===== config.mk =====
export PLATFORM = sky130hd
export DESIGN_NAME = mem_wbuf_stage
export DESIGN_NICKNAME = d
export VERILOG_FILES = /design/src/rtl/mem_stage_pkg.sv /design/src/rtl/wbuf_fifo.sv /design/src/rtl/mem_wbuf_stage.sv
export SDC_FILE = /design/constraint.sdc
export NUM_CORES = 1
export LEC_CHECK = 0
export CAP_MARGIN = 0
export CORE_UTILIZATION = 35
export CTS_BUF_LIST = sky130_fd_sc_hd__clkbuf_4
export DETAILED_ROUTE_END_ITERATION = 12
export GPL_TIMING_DRIVEN = 0
export HOLD_SLACK_MARGIN = 0.12
export SYNTH_ARGS = -nofsm -noshare
export SYNTH_HDL_FRONTEND = slang
export SYNTH_SLANG_ARGS = --single-unit

===== constraint.sdc =====
create_clock -name clk -period 4.4 [get_ports clk]
set_input_delay 0.88 -clock clk [delete_from_list [all_inputs] [get_ports clk]]
set_output_delay 0.88 -clock clk [all_outputs]
set_load 0.01 [all_outputs]

===== src/rtl/mem_stage_pkg.sv =====
// Shared encodings and sizing helpers for the memory-stage write-buffer controller.
package mem_stage_pkg;

  localparam int unsigned STATE_W = 3;

  localparam logic [2:0] S_IDLE   = 3'd0;
  localparam logic [2:0] S_LOAD   = 3'd1;
  localparam logic [2:0] S_DRAIN  = 3'd2;
  localparam logic [2:0] S_DUMP   = 3'd3;
  localparam logic [2:0] S_HALTED = 3'd4;

  function automatic int unsigned wb_ptr_w(input int unsigned depth);
    return $clog2(depth);
  endfunction

  function automatic int unsigned wb_cnt_w(input int unsigned depth);
    return wb_ptr_w(depth) + 1;
  endfunction

  localparam int unsigned WB_DEPTH_DEF = 4;
  localparam int unsigned WB_PTR_W     = wb_ptr_w(WB_DEPTH_DEF);
  localparam int unsigned WB_CNT_W     = WB_PTR_W + 1;

endpackage


===== src/rtl/wbuf_fifo.sv =====
// Store write-buffer: circular storage with head/tail/count and a youngest-match
// address search used for load forwarding.
module wbuf_fifo
  import mem_stage_pkg::*;
#(
  parameter int unsigned DATA_W = 16,
  parameter int unsigned ADDR_W = 16,
  parameter int unsigned DEPTH  = WB_DEPTH_DEF
) (
  input  logic                          clk,
  input  logic                          rst,
  input  logic                          enq,
  input  logic [ADDR_W-1:0]             enq_addr,
  input  logic [DATA_W-1:0]             enq_data,
  input  logic                          deq,
  input  logic [ADDR_W-1:0]             srch_addr,
  output logic [ADDR_W-1:0]             head_addr,
  output logic [DATA_W-1:0]             head_data,
  output logic [wb_cnt_w(DEPTH)-1:0]    count,
  output logic                          full,
  output logic                          empty,
  output logic                          hit,
  output logic [DATA_W-1:0]             hit_data
);

  localparam int unsigned PTR_W = wb_ptr_w(DEPTH);
  localparam int unsigned CNT_W = wb_cnt_w(DEPTH);

  logic [ADDR_W-1:0] addr_q [DEPTH];
  logic [DATA_W-1:0] data_q [DEPTH];
  logic [PTR_W-1:0]  head;
  logic [PTR_W-1:0]  tail;
  logic [PTR_W-1:0]  idx;
  logic              enq_ok;
  logic              deq_ok;

  assign full    = (count == CNT_W'(DEPTH));
  assign empty   = (count == '0);
  assign enq_ok  = enq & ~full;
  assign deq_ok  = deq & ~empty;
  assign head_addr = addr_q[head];
  assign head_data = data_q[head];

  // Pointers wrap naturally since DEPTH is a power of two.
  always_ff @(posedge clk or negedge rst) begin
    if (!rst) begin
      head  <= '0;
      tail  <= '0;
      count <= '0;
    end else begin
      if (enq_ok) tail <= tail + PTR_W'(1);
      if (deq_ok) head <= head + PTR_W'(1);
      count <= count + CNT_W'(enq_ok) - CNT_W'(deq_ok);
    end
  end

  always_ff @(posedge clk) begin
    if (enq_ok) begin
      addr_q[tail] <= enq_addr;
      data_q[tail] <= enq_data;
    end
  end

  // Walk oldest to youngest so the last match found is the youngest.
  always_comb begin
    hit      = 1'b0;
    hit_data = '0;
    idx      = head;
    for (int unsigned i = 0; i < DEPTH; i++) begin
      idx = head + PTR_W'(i);
      if ((CNT_W'(i) < count) && (addr_q[idx] == srch_addr)) begin
        hit      = 1'b1;
        hit_data = data_q[idx];
      end
    end
  end

endmodule


===== src/rtl/mem_wbuf_stage.sv =====
// Memory-stage controller: write-buffered stores, forwarded or cache-issued loads,
// and drain-then-dump on halt.
module mem_wbuf_stage
  import mem_stage_pkg::*;
#(
  parameter int unsigned DATA_W      = 16,
  parameter int unsigned ADDR_W      = 16,
  parameter int unsigned WB_DEPTH    = WB_DEPTH_DEF,
  parameter int unsigned ALIGN_CHECK = 1
) (
  input  logic              clk,
  input  logic              rst,
  input  logic [ADDR_W-1:0] addr,
  input  logic [DATA_W-1:0] writeData,
  input  logic              memRead,
  input  logic              memWrite,
  input  logic              halt,
  output logic [DATA_W-1:0] readData,
  output logic              stall,
  output logic              err,
  output logic              dumpDone,
  output logic [ADDR_W-1:0] mAddr,
  output logic [DATA_W-1:0] mDataIn,
  output logic              mRd,
  output logic              mWr,
  output logic              mCreatedump,
  input  logic [DATA_W-1:0] mDataOut,
  input  logic              mDone,
  input  logic              mStall
);

  localparam int unsigned CNT_W    = wb_cnt_w(WB_DEPTH);
  localparam bit          ALIGN_EN = (ALIGN_CHECK != 0);

  logic [STATE_W-1:0] state;
  logic [STATE_W-1:0] state_nx;
  logic [ADDR_W-1:0]  ld_addr;
  logic [ADDR_W-1:0]  head_addr;
  logic [DATA_W-1:0]  head_data;
  logic [DATA_W-1:0]  hit_data;
  logic [CNT_W-1:0]   count;
  logic               full;
  logic               empty;
  logic               hit;
  logic               halted;
  logic               illegal;
  logic               req_block;
  logic               rd_req;
  logic               wr_req;
  logic               rd_miss;
  logic               ld_done;
  logic               enq;
  logic               deq;

  assign halted    = (state == S_HALTED);
  assign illegal   = (memRead & memWrite) | (ALIGN_EN & addr[0] & (memRead | memWrite));
  assign err       = illegal & ~halted;
  assign req_block = halt | halted | illegal;
  assign rd_req    = memRead & ~req_block;
  assign wr_req    = memWrite & ~req_block;
  assign rd_miss   = rd_req & ~hit;
  assign ld_done   = (state == S_LOAD) & mDone;
  assign enq       = wr_req & ~full;

  wbuf_fifo #(
    .DATA_W (DATA_W),
    .ADDR_W (ADDR_W),
    .DEPTH  (WB_DEPTH)
  ) u_fifo (
    .clk       (clk),
    .rst       (rst),
    .enq       (enq),
    .enq_addr  (addr),
    .enq_data  (writeData),
    .deq       (deq),
    .srch_addr (addr),
    .head_addr (head_addr),
    .head_data (head_data),
    .count     (count),
    .full      (full),
    .empty     (empty),
    .hit       (hit),
    .hit_data  (hit_data)
  );

  always_ff @(posedge clk or negedge rst) begin
    if (!rst) begin
      state   <= S_IDLE;
      ld_addr <= '0;
    end else begin
      state <= state_nx;
      if ((state_nx == S_LOAD) && (state != S_LOAD)) ld_addr <= addr;
    end
  end

  // Next state and dequeue; a waiting load miss pre-empts further draining.
  always_comb begin
    state_nx = state;
    deq      = 1'b0;
    case (state)
      S_IDLE: begin
        if (halt && empty)          state_nx = S_DUMP;
        else if (rd_miss) begin
          if (!mStall)              state_nx = S_LOAD;
        end else if (!empty && !mStall) state_nx = S_DRAIN;
      end
      S_DRAIN: begin
        if (mDone) begin
          deq      = 1'b1;
          state_nx = rd_miss ? S_LOAD : S_IDLE;
        end
      end
      S_LOAD:   if (mDone) state_nx = S_IDLE;
      S_DUMP:   state_nx = S_HALTED;
      S_HALTED: state_nx = S_HALTED;
      default:  state_nx = S_IDLE;
    endcase
  end

  // Pipeline-facing handshake.
  always_comb begin
    stall    = 1'b0;
    readData = '0;
    if (halt && !halted && !illegal) begin
      stall = 1'b1;
    end else if (rd_req) begin
      if (hit)          readData = hit_data;
      else if (ld_done) readData = mDataOut;
      else              stall    = 1'b1;
    end else if (wr_req && full) begin
      stall = 1'b1;
    end
  end

  assign mRd         = (state == S_LOAD);
  assign mWr         = (state == S_DRAIN);
  assign mCreatedump = (state == S_DUMP);
  assign dumpDone    = halted;
  assign mAddr       = (state == S_LOAD)  ? ld_addr :
                       (state == S_DRAIN) ? head_addr : '0;
  assign mDataIn     = (state == S_DRAIN) ? head_data : '0;

endmodule


==> summary.txt, run 1 <==
CTS
  • Clock Tree Buf Depth: 2
  • CTS sink count: 154
  • CTS tree: built
  • Clk_lat worst skew: 0.59 ns
  • Num CTS Buffers: 17
  • Root buffer cell: clkbuf_4
  • Clock slew at reported path FFs: 0.15 ns
  • CTS Hold Bufs: 0
  • H-tree levels: 4

Drt
  • First-pass DRT Iterations: 6
  • Remaining DRCs: 0
  • DR vias/cell: 5.96
  • Final WL: 35.1 mm
  • Antenna-violating nets left: 0
  • Via Count: 8,592
  • DR iter-0 viols: 972
  • WL per Instance: 24.4 um

Floorplanning
  • IO Pins: 109
  • Die Span X: 173 um
  • Die H: 173 um
  • Cell Rows: 62
  • CORE AREA: 0.0288 sq mm
  • DIE AREA: 0.0300 sq mm
  • Initial Util: 0.356

Synthesis
  • Post-synth ARST share: 0.169
  • Ys Warns: 0
  • Dominant cells by area after synthesis: edfxtp_1 (37%), mux2i_1 (10%), mux4_2 (7.2%)
  • Post-synth EDFFs: 128
  • Syn Inst Count: 871
  • Syn_area_per_cell: 11.8 sq um
  • Synth cell count leaders: edfxtp_1 (128), mux2i_1 (106), xnor2_1 (58)
  • Synth top area share: 0.375
  • Post-Synthesis Net Count: 935
  • Post-synthesis sequential area ratio: 0.438
  • Cell taking the most area after synthesis: edfxtp_1
  • Cell variety after synth: 68
  • Top-count cell post-synth: edfxtp_1
  • #FFs+latches synth: 154
  • Syn Std Cell Area: 0.0103 sq mm
  • Synth Flop Type: edfxtp_1

Placed design
  • Dpl hpwl: 24.7 mm
  • I/O Buffers: 108
  • Setup Slack @ Placement: -1.67 ns
  • GP Congestion: 0.940

Global routing
  • Vias in the first global route: 8,312
  • Pin count of the biggest net entering global routing: 27
  • Grt total ovfl: 0
  • Initial antenna violation count: 1
  • GRT Util Overall: 0.232
  • First-pass GRT wire length: 52.1 mm

Status
  • Failing checks: negative setup slack
  • Status: finished with violations

Critical path
  • CP arrival: 3.86 ns
  • Reg2reg end: ld_addr[10]
  • Setup CP Type: reg2out
  • Worst R2R Start: u_fifo.head[1]
  • Crit path launch type: register
  • Worst-path maximum fanout: 7
  • Req. time, crit path: 3.52 ns
  • Reg2reg path depth: 13
  • CP endpoint kind: output pin
  • Flop-to-flop setup slack: 0.61 ns

Layout
  • Nets: 1,107
  • Fillers: 2,624
  • Util after Layout: 0.459
  • Synth-to-layout area growth: 28.8%
  • Register area: 0.00449 sq mm
  • Layout cells sized above 1: 0.307
  • Multi-input logic area: 0.00577 sq mm

Timing
  • Unrepaired setup endpoints after global routing: yes
  • Relative slew slack: 0.208
  • Tightest Pin Transition: 1.18 ns
  • Clock Skew: 0.0252 ns
  • Final min period: 4.74 ns
  • Fmax: 211 MHz
  • Setup-failing EPs final: 16
  • Final worst slack: -0.342 ns
  • Fin crit share: 1.08
  • Final hold vios: 0
  • Pins Over Slew Limit: 0

Power and ir drop
  • Worst VDD drop: 0.245 mV
  • Internal: 4060 uW
  • Power per cell area: 543 mW/mm^2
  • Combinational power share: 0.622
  • Clk pwr share: 0.122
  • Reg power frac: 0.256
  • Leak: 0.00484 uW
  • NetSw: 3110 uW
  • Net Sw Frac: 0.433

Hold path
  • Hold WC Path Type: in2async

Run
  • Max-Cap Viols: 0
-- kinds of logic after synthesis --
group / count (synthesis) / synth area share
muxes: 180 / 0.221
AOI/OAI and AO/OA: 142 / 0.106
buffers and inverters: 91 / 0.0450
xor gates and xnor gates: 75 / 0.0640
and+or+nand+nor: 220 / 0.114
DFF: 154 / 0.438
adders and majority gates: 9 / 0.0117
-- per-layer routing --
layer / wire length, um / global-route usage / vias up
met1: 15600 / 0.332 / 4311
met5: 0 / 0 / -
met4: 1120 / 0.0841 / 0
met2: 15700 / 0.352 / 453
li1: - / - / 3734
met3: 2650 / 0.0396 / 94
-- state kept, by name (all words and copies together), names as in the netlist --
register and flops:
u_fifo.addr_q 64, u_fifo.data_q 64, ld_addr 16, state 3, u_fifo.count 3, u_fifo.head 2, u_fifo.tail 2
-- how the worst max path moves through the flow --
stage | start | endpoint | slack, ns | depth (start not counted)
after global placement | addr[9] | readData[6] | -1.59 | 10
after floorplan | addr[7] | readData[11] | 0.46 | 9
final | u_fifo.head[0] | readData[3] | -0.34 | 15
after global routing | u_fifo.head[0] | readData[3] | -0.46 | 15
after CTS | u_fifo.head[0] | readData[0] | -0.38 | 14
after detailed placement | addr[9] | readData[10] | -1.67 | 10
-- timing repair --
item | 4_1_cts | 5_1_grt
pin swaps | 28 | 23
gates cloned | 2 | 1
setup endpoints to repair | 37 | 28
gates resized for setup | 194 | 78
setup buffers | 29 | 10
-- worst max-delay path, cell delays in order, from the launching register on --
cell      delay [ns]
dfrtp_1         0.38
buf_8           0.15
buf_12          0.13
buf_6           0.09
mux4_2          0.54
xnor2_2         0.23
nand4_1         0.13
a211oi_2        0.27
nand4_1         0.13
buf_6           0.16
and4_1          0.19
buf_6           0.14
buf_8           0.14
a221oi_2        0.23
o31a_1          0.21
buf_2           0.15
-- through the flow --
stage | hold WS [ns] | instances | total power (uW) | setup TNS (ns) | instance area, sq um
after floorplan | 0.458 | 871 | 4370 | 0 | 10300
after global placement | 0.470 | 1363 | 5680 | -116.61 | 11800
after detailed placement | 0.480 | 1367 | 5710 | -25.17 | 11900
after CTS | 0.346 | 1429 | 6910 | -5.06 | 12800
after global routing | 0.367 | 1441 | 7460 | -6.57 | 13200
final | 0.341 | 1442 | 7170 | -5.00 | 13200
-- power groups by stage --
| stage | Clock, uW | Combinational (uW) | Sequential (uW) |
|---|---|---|---|
| 2_1_floorplan | 0 | 2540 | 1830 |
| 3_3_place_gp | 0 | 3820 | 1860 |
| 4_1_cts | 885 | 4200 | 1830 |
| 5_1_grt | 938 | 4670 | 1860 |
| 3_5_place_dp | 0 | 3850 | 1860 |
| 6_report | 877 | 4460 | 1830 |
-- final cells by class --
| type | count | share of cell area |
|---|---|---|
| multi-input cells | 626 | 0.437 |
| diodes | 2 | 0.000379 |
| clock inverters | 15 | 0.0107 |
| repair buffers | 154 | 0.111 |
| flip-flops and latches | 154 | 0.340 |
| plain buffers | 77 | 0.0512 |
| clock buffers | 17 | 0.00966 |
| inverters | 13 | 0.00369 |
| well taps | 384 | 0.0364 |
-- placed cells by master, fill, tap and decap left out, types with 13 or more instances in the layout --
cell type / n
edfxtp_1: 128
mux2i_1: 95
clkdlybuf4s50_1: 84
nand2_1: 47
xnor2_1: 45
buf_4: 41
mux2_2: 38
mux4_2: 33
o21ai_0: 32
nor2_1: 30
clkbuf_4: 28
dfrtp_1: 26
buf_2: 24
nor3_1: 20
buf_6: 17
nand3_1: 16
xor2_1: 16
nand4_1: 15
xnor2_2: 13
(Power assumes the default switching activity.)
==> run 2, diff against run 1 <==
--- a/config.mk
+++ b/config.mk
@@ -13,4 +13,5 @@
 export HOLD_SLACK_MARGIN = 0.12
 export SYNTH_ARGS = -nofsm -noshare
 export SYNTH_HDL_FRONTEND = slang
+export SYNTH_HIERARCHICAL = 1
 export SYNTH_SLANG_ARGS = --single-unit
==> run 2 against run 1 <==
Compared with the run above: the run still ends with negative setup slack left; wire length decreased by 0.57%; final area increased by 3.7%; sequential power about the same; combinational power increased by 12%; critical path depth decreased by 1; clock power increased by 12%; clock skew decreased by 0.0038 ns.
==> summary.txt, run 2 <==
Drt
  • WL per Instance: 24.4 um (about the same)
  • Antenna-violating nets left: 0 (unchanged)
  • Via Count: 8,328 (-3.1%)
  • Remaining DRCs: 0 (unchanged)
  • Final WL: 34.9 mm (-0.57%)
  • DR vias/cell: 5.80 (-2.6%)
  • First-pass DRT Iterations: 7 (+1)
  • DR iter-0 viols: 807 (-17%)

Global routing
  • Initial antenna violation count: 2 (+1)
  • GRT Util Overall: 0.225 (-0.00683)
  • Pin count of the biggest net entering global routing: 27 (unchanged)
  • First-pass GRT wire length: 51.0 mm (-2.0%)
  • Grt total ovfl: 0 (unchanged)
  • Vias in the first global route: 8,188 (-1.5%)

Synthesis
  • Fraction of synthesized area in multiplexers: 0.226 (+0.00484)
  • Main combinational cell family by area after synthesis: multiplexers
  • Post-synthesis adder-cell area fraction: 0.0115 (-0.000201)
  • Dominant cells by area after synthesis: edfxtp_1 (37%), mux2i_1 (8.7%), dfrtp_1 (6.2%)
  • Syn Std Cell Area: 0.0104 sq mm (+1.7%)
  • Post-synthesis sequential area ratio: 0.431 (-0.00751)
  • Synth Flop Type: edfxtp_1
  • Cell variety after synth: 69 (+1.5%)
  • Synth cell count leaders: edfxtp_1 (128), mux2i_1 (91), nand2_1 (56)
  • Synth Area in Compound Gates: 0.109 (+0.00274)
  • Post-synth ARST share: 0.169 (unchanged)
  • Simple-gate area share of the yosys netlist: 0.107 (-0.00747)
  • Post-synth EDFFs: 128 (unchanged)
  • Ys Warns: 6 (+6)
  • Cell taking the most area after synthesis: edfxtp_1
  • Top-count cell post-synth: edfxtp_1
  • Post-Synthesis Net Count: 915 (-2.1%)
  • Syn Inst Count: 851 (-2.3%)
  • Synth top area share: 0.368 (-0.00642)
  • #FFs+latches synth: 154 (unchanged)
  • Post-Synth XOR/XNOR Area: 0.0537 (-0.0103)
  • Syn_area_per_cell: 12.3 sq um (+4.1%)

Critical path
  • Worst path bufs/invs: 5 (-2)
  • Worst-path maximum fanout: 7 (unchanged)
  • Critical path cell sequence: buf_12, buf_12, mux4_1, xnor2_1, nand3_1, nor4_4, a2111oi_4, buf_6, buf_6, a221o_1, a32oi_2, nand2_1, a21oi_2, buf_2
  • Crit-path max cell delay: 0.58 ns (+0.04 ns)
  • Setup CP Type: reg2out
  • Crit path launch type: register
  • Critical-path top delay cell: mux4_1
  • Cell family with most CP delay: compound AO/OA/AOI/OAI gates
  • CP endpoint kind: output pin
  • CP arrival: 4.04 ns (+0.18 ns)
  • Flop-to-flop setup slack: 0.11 ns (-0.50 ns)
  • Req. time, crit path: 3.52 ns (about the same)

Floorplanning
  • DIE AREA: 0.0305 sq mm (+1.7%)
  • Initial Util: 0.360 (+0.00331)
  • IO Pins: 109 (unchanged)
  • Cell Rows: 62 (unchanged)
  • CORE AREA: 0.0290 sq mm (+0.81%)
  • Die Span X: 175 um (+0.86%)
  • Die H: 175 um (+0.86%)

Timing
  • Clock Skew: 0.0214 ns (-0.00383 ns)
  • Setup-failing EPs final: 17 (+1)
  • Fmax: 203 MHz (-3.7%)
  • Relative slew slack: 0.322 (+0.113)
  • Pins Over Slew Limit: 0 (unchanged)
  • Tightest Pin Transition: 1.02 ns (-0.161 ns)
  • Final min period: 4.92 ns (+0.182 ns)
  • Unrepaired setup endpoints after global routing: yes
  • Final hold vios: 0 (unchanged)
  • Setup tns final: -8.23 ns (-3.22 ns)
  • Fin crit share: 1.12 (+0.0414)
  • Final worst slack: -0.524 ns (-0.182 ns)

Status
  • Failing checks: negative setup slack
  • Status: finished with violations

CTS
  • Clock Tree Buf Depth: 2 (unchanged)
  • Clk_lat worst skew: 0.57 ns (-0.02 ns)
  • H-tree levels: 4 (unchanged)
  • CTS Hold Bufs: 0 (unchanged)
  • CTS sink count: 154 (unchanged)
  • Root buffer cell: clkbuf_4
  • Clock slew at reported path FFs: 0.14 ns (about the same)
  • Num CTS Buffers: 17 (unchanged)
  • CTS tree: built

Placed design
  • GP Congestion: 0.933 (-0.71%)
  • Dpl hpwl: 23.4 mm (-5.0%)
  • I/O Buffers: 108 (unchanged)

Layout
  • Nets: 1,102 (-0.45%)
  • Layout cells sized above 1: 0.319 (+0.0122)
  • Register area: 0.00449 sq mm (unchanged)
  • Most frequent cells in the layout: edfxtp_1 (128), clkdlybuf4s50_1 (89), mux2i_1 (76)
  • Synth-to-layout area growth: 31.3%
  • Most common cell after layout, fill and taps aside: edfxtp_1
  • Fillers: 2,626 (+0.076%)
  • Multi-input logic area: 0.00585 sq mm (+1.3%)
  • Largest regs: u_fifo/addr_q: 64 flops, u_fifo/data_q: 64 flops, ld_addr: 16 flops

Power and ir drop
  • Worst VDD drop: 0.230 mV (-6.0%)
  • Power per cell area: 569 mW/mm^2 (+4.9%)
  • Tot Pwr: 7800 uW (+8.8%)
  • Leak: 0.00505 uW (+4.4%)

Hold path
  • Hold WC Path Type: in2async

Run
  • Max-Cap Viols: 0 (unchanged)
run 2: cell types whose count changed after synthesis, sizes merged, moves of 11 or more:
cell | before | now
inv | 13 | 30
nor3 | 31 | 9
a32oi | 0 | 15
a221o | 0 | 28
nand3 | 21 | 32
and2 | 7 | 23
clkbuf | 39 | 24
a211oi | 16 | 2
a21oi | 7 | 42
buf | 39 | 50
nand3b | 2 | 16
mux2i | 106 | 91
o21ai | 34 | 7
and3 | 14 | 1
run 2: kinds of logic (layout without fill, tap and decap cells):
group | count (synthesis) | count (layout)
buffers and inverters | 105 | 303
XOR/XNOR | 64 | 64
AND/OR/NAND/NOR | 204 | 205
adder cells (fa/ha/maj) | 9 | 9
other | 0 | 1
flip-flops | 154 | 154
multiplexers | 169 | 169
AO/OA/AOI/OAI | 146 | 146
run 2: final timing paths:
kind	start	end	cells past startpoint
max in group asynchronous	rst	u_fifo/count[1]	1
max reg2reg	u_fifo/head[1]	ld_addr[13]	20
min reg2reg	ld_addr[0]	ld_addr[0]	1
min in group clk	ld_addr[0]	ld_addr[0]	1
min	rst	ld_addr[9]	1
max	u_fifo/head[1]	readData[2]	14
run 2: per-stage QoR:
step	cells	area, sq um	setup slack [ns]	hold WS (ns)	util
after CTS	1428	13400	-0.520	0.355	0.461
after floorplan	851	10400	0.369	0.454	-
after detailed placement	1347	12100	-1.67	0.489	0.417
final	1435	13700	-0.524	0.352	0.472
after global placement	1343	12000	-1.71	0.471	0.414
after global routing	1435	13700	-0.626	0.392	0.472
run 2: what timing repair did:
action,CTS,global route
setup buffers,41,6
gates cloned,10,3
gates resized for setup,178,76
pin swaps,54,41
endpoints found under the hold margin,0,0
endpoints found under the setup margin,54,55
run 2: report_power, final:
group	switching [uW]	total, uW	internal, uW
combinational	2520	5000	2490
clock	526	986	460
sequential	83.4	1810	1730
run 2: final cells by class:
class	count	area share
inverters	30	0.00822
flip-flops and latches	154	0.328
repair buffers	169	0.128
diodes	1	0.000183
multi-input cells	593	0.427
clock buffers	19	0.0104
plain buffers	73	0.0505
clock inverters	12	0.0127
well taps	384	0.0351
run 2: metal layers:
layer	up-vias	part of all wire	GRT usage	routed length [um]
li1	3670	-	-	-
met1	4237	0.45	0.327	15800
met2	365	0.45	0.345	15900
met3	54	0.072	0.0335	2520
met4	2	0.020	0.0696	686
met5	-	0.00037	0	13
==> run 3, diff against run 2 <==
==> constraint.sdc (replaced) <==
create_clock -name clk -period 5.7 [get_ports clk]
set_input_delay 1.14 -clock clk [delete_from_list [all_inputs] [get_ports clk]]
set_output_delay 1.14 -clock clk [all_outputs]
set_load 0.01 [all_outputs]
==> run 3 against run 2 <==
Compared with the run above: clock power is 23% lower; sequential cell count is the same; register-to-register slack improved by 1.2 ns; final cell count shrank 3.7%; worst setup slack better by 0.41 ns; sequential share of layout area rose by 2.7 points; global-route usage decreased by 0.87 points; clock skew is 0.0045 ns higher; final area down 7.6%; via count fell by 4.0%; highest routed layer unchanged; utilization fell by 3.6 points; the flow still finishes with violations (negative setup slack); combinational power fell by 35%.
==> summary.txt, run 3 (synthesized netlist as in run 2, its figures left out) <==
Drt
  • DR iter-0 viols: 702 (-13%)
  • Antenna-violating nets left: 0 (unchanged)
  • Via Count: 7,991 (-4.0%)
  • DR vias/cell: 5.78 (-0.37%)
  • First-pass DRT Iterations: 5 (-2)
  • Final WL: 33.0 mm (-5.6%)
  • WL per Instance: 23.9 um (-1.9%)
  • Remaining DRCs: 0 (unchanged)

CTS
  • Clk_lat worst skew: 0.57 ns (about the same)
  • Clock Tree Buf Depth: 2 (unchanged)
  • Num CTS Buffers: 17 (unchanged)
  • Clock slew at reported path FFs: 0.12 ns (-0.02 ns)
  • CTS sink count: 154 (unchanged)
  • H-tree levels: 4 (unchanged)
  • CTS Hold Bufs: 0 (unchanged)
  • Root buffer cell: clkbuf_4
  • CTS tree: built

Placed design
  • Placed inst area: 0.0121 sq mm (unchanged)
  • GP Congestion: 0.933 (unchanged)
  • Setup Slack @ Placement: -0.887 ns (+0.780 ns)
  • I/O Buffers: 108 (unchanged)
  • Dpl hpwl: 23.4 mm (unchanged)
  • Cells after DPL: 1,347 (unchanged)

Layout
  • Most frequent cells in the layout: edfxtp_1 (128), clkdlybuf4s50_1 (87), mux2i_1 (87)
  • Fillers: 2,763 (+5.2%)
  • Most common cell after layout, fill and taps aside: edfxtp_1
  • Final instance area: 0.0127 sq mm (-7.6%)
  • Synth-to-layout area growth: 21.3%
  • Layout cells sized above 1: 0.190 (-0.129)
  • Final non-filler cell total: 1,382 (-3.7%)
  • Nets: 1,049 (-4.8%)
  • Largest regs: u_fifo/addr_q: 64 flops, u_fifo/data_q: 64 flops, ld_addr: 16 flops

Power and ir drop
  • Tot Pwr: 5410 uW (-31%)
  • Worst VDD drop: 0.176 mV (-23%)
  • Power per cell area: 428 mW/mm^2 (-25%)
  • Leak: 0.00470 uW (-6.9%)

Timing
  • Unrepaired setup endpoints after global routing: yes
  • Pins Over Slew Limit: 0 (unchanged)
  • Fin crit share: 1.02
  • Tightest Pin Transition: 1.01 ns (-0.00547 ns)
  • Final worst slack: -0.110 ns (+0.414 ns)
  • Relative slew slack: 0.325 (+0.00366)
  • Setup-failing EPs final: 1 (-16)
  • Final hold vios: 0 (unchanged)
  • Fmax: 172 MHz
  • Final min period: 5.81 ns
  • Setup tns final: -0.110 ns (+8.12 ns)
  • Clock Skew: 0.0259 ns (+0.00453 ns)

Critical path
  • Critical path cell sequence: clkdlybuf4s50_1, xnor2_1, nand4_1, nor3_2, a2111oi_4, buf_2, a221o_1, a32oi_1, nand2_1, a21oi_1, clkdlybuf4s50_1
  • Worst R2R Start: u_fifo/head[1]
  • Setup CP Type: in2out
  • CP endpoint kind: output pin
  • Reg2reg path depth: 18 (-10%)
  • Cell family with most CP delay: buffers and inverters
  • Req. time, crit path: 4.56 ns (+1.04 ns)
  • Worst Setup SP: addr[10]
  • Worst path bufs/invs: 3 (-2)
  • CP dominant cell by count: clkdlybuf4s50_1
  • CP arrival: 4.67 ns (+0.63 ns)
  • Crit-path max cell delay: 0.60 ns (+0.02 ns)
  • Critical-path top delay cell: clkdlybuf4s50_1
  • Critical Path Stages: 11 (-3)
  • Crit path launch type: primary input
  • Worst-path maximum fanout: 10 (+3)

Global routing
  • Initial antenna violation count: 2 (unchanged)
  • First-pass GRT wire length: 49.1 mm (-3.7%)
  • GRT Util Overall: 0.216 (-0.00875)
  • Grt total ovfl: 0 (unchanged)
  • Vias in the first global route: 7,854 (-4.1%)
  • Pin count of the biggest net entering global routing: 27 (unchanged)

Floorplanning
  • IO Pins: 109 (unchanged)
  • Die Span X: 175 um (unchanged)
  • Initial Util: 0.360 (unchanged)
  • DIE AREA: 0.0305 sq mm (unchanged)
  • CORE AREA: 0.0290 sq mm (unchanged)
  • Cell Rows: 62 (unchanged)
  • Die H: 175 um (unchanged)

Run
  • Max-Cap Viols: 0 (unchanged)

Hold path
  • Hold Crit Depth: 1
  • Hold Crit Start: ld_addr[2]
  • Hold WC Path Type: reg2reg

Status
  • Failing checks: negative setup slack
  • Status: finished with violations
==> run 3: changes by cell type in the layout (fill, tap and decap cells not counted), moves of 7 or more <==
cell,change
a32oi_1,+7
mux4_1,+8
buf_4,-30
a21oi_1,+17
mux4_2,-8
xnor2_1,+8
dlygate4sd2_1,+14
buf_6,-13
mux2i_1,+11
xnor2_2,-8
mux2i_2,-8
a21oi_2,-17
buf_12,-7
==> run 3: report_power, final <==
group | internal, uW | switching, uW | leakage (uW) | total (uW)
clock | 355 | 404 | 0.000173 | 759
combinational | 1520 | 1740 | 0.00306 | 3260
sequential | 1330 | 61.8 | 0.00147 | 1400
==> run 3: what timing repair did <==
item / 4_1_cts / 5_1_grt
gates cloned: 1 / 0
pin swaps: 8 / 3
gates resized for setup: 52 / 17
endpoints found under the setup margin: 17 / 8
buffers inserted: 5 / 1
==> run 3: path summary, 6_finish.rpt <==
path	to	slack, ns
worst min-delay path	ld_addr[2]	0.52
min in group asynchronous	ld_addr[9]	0.62
max in group asynchronous	ld_addr[3]	4.59
worst min register to register	ld_addr[2]	0.52
worst max-delay path	readData[12]	-0.11
worst max register to register	ld_addr[10]	1.31
==> run 3: metal layers <==
layer  vias up  global-route usage  share of wire
met1      3997               0.316           0.46
li1       3570                   -              -
met4         2              0.0616          0.018
met5         -                   0        0.00039
met3        56              0.0324          0.071
met2       366               0.332           0.45
==> run 3: final cells by class <==
| cell class | instances | area, sq um | share of cell area |
|---|---|---|---|
| well taps | 384 | 480 | 0.0380 |
| repair buffers | 119 | 1200 | 0.0950 |
| diodes | 1 | 2.50 | 0.000198 |
| inverters | 30 | 113 | 0.00890 |
| flip-flops and latches | 154 | 4490 | 0.355 |
| multi-input cells | 592 | 5460 | 0.431 |
| clock buffers | 19 | 143 | 0.0113 |
| plain buffers | 71 | 593 | 0.0469 |
| clock inverters | 12 | 174 | 0.0137 |
==> run 3: worst register-to-register path, delay by kind of cell (launching register included) <==
| family | cells | cell delay (ns) |
|---|---|---|
| AOI/OAI and AO/OA | 3 | 0.78 |
| buffers and inverters | 8 | 1.34 |
| DFF | 1 | 0.39 |
| and+or+nand+nor | 5 | 1.01 |
| muxes | 2 | 0.76 |
==> run 3: per-stage QoR <==
step | hold slack, ns | utilization
floorplan | 0.454 | -
detailed placement | 0.489 | 0.417
CTS | 0.522 | 0.434
finish | 0.521 | 0.436
global placement | 0.471 | 0.414
global route | 0.535 | 0.436
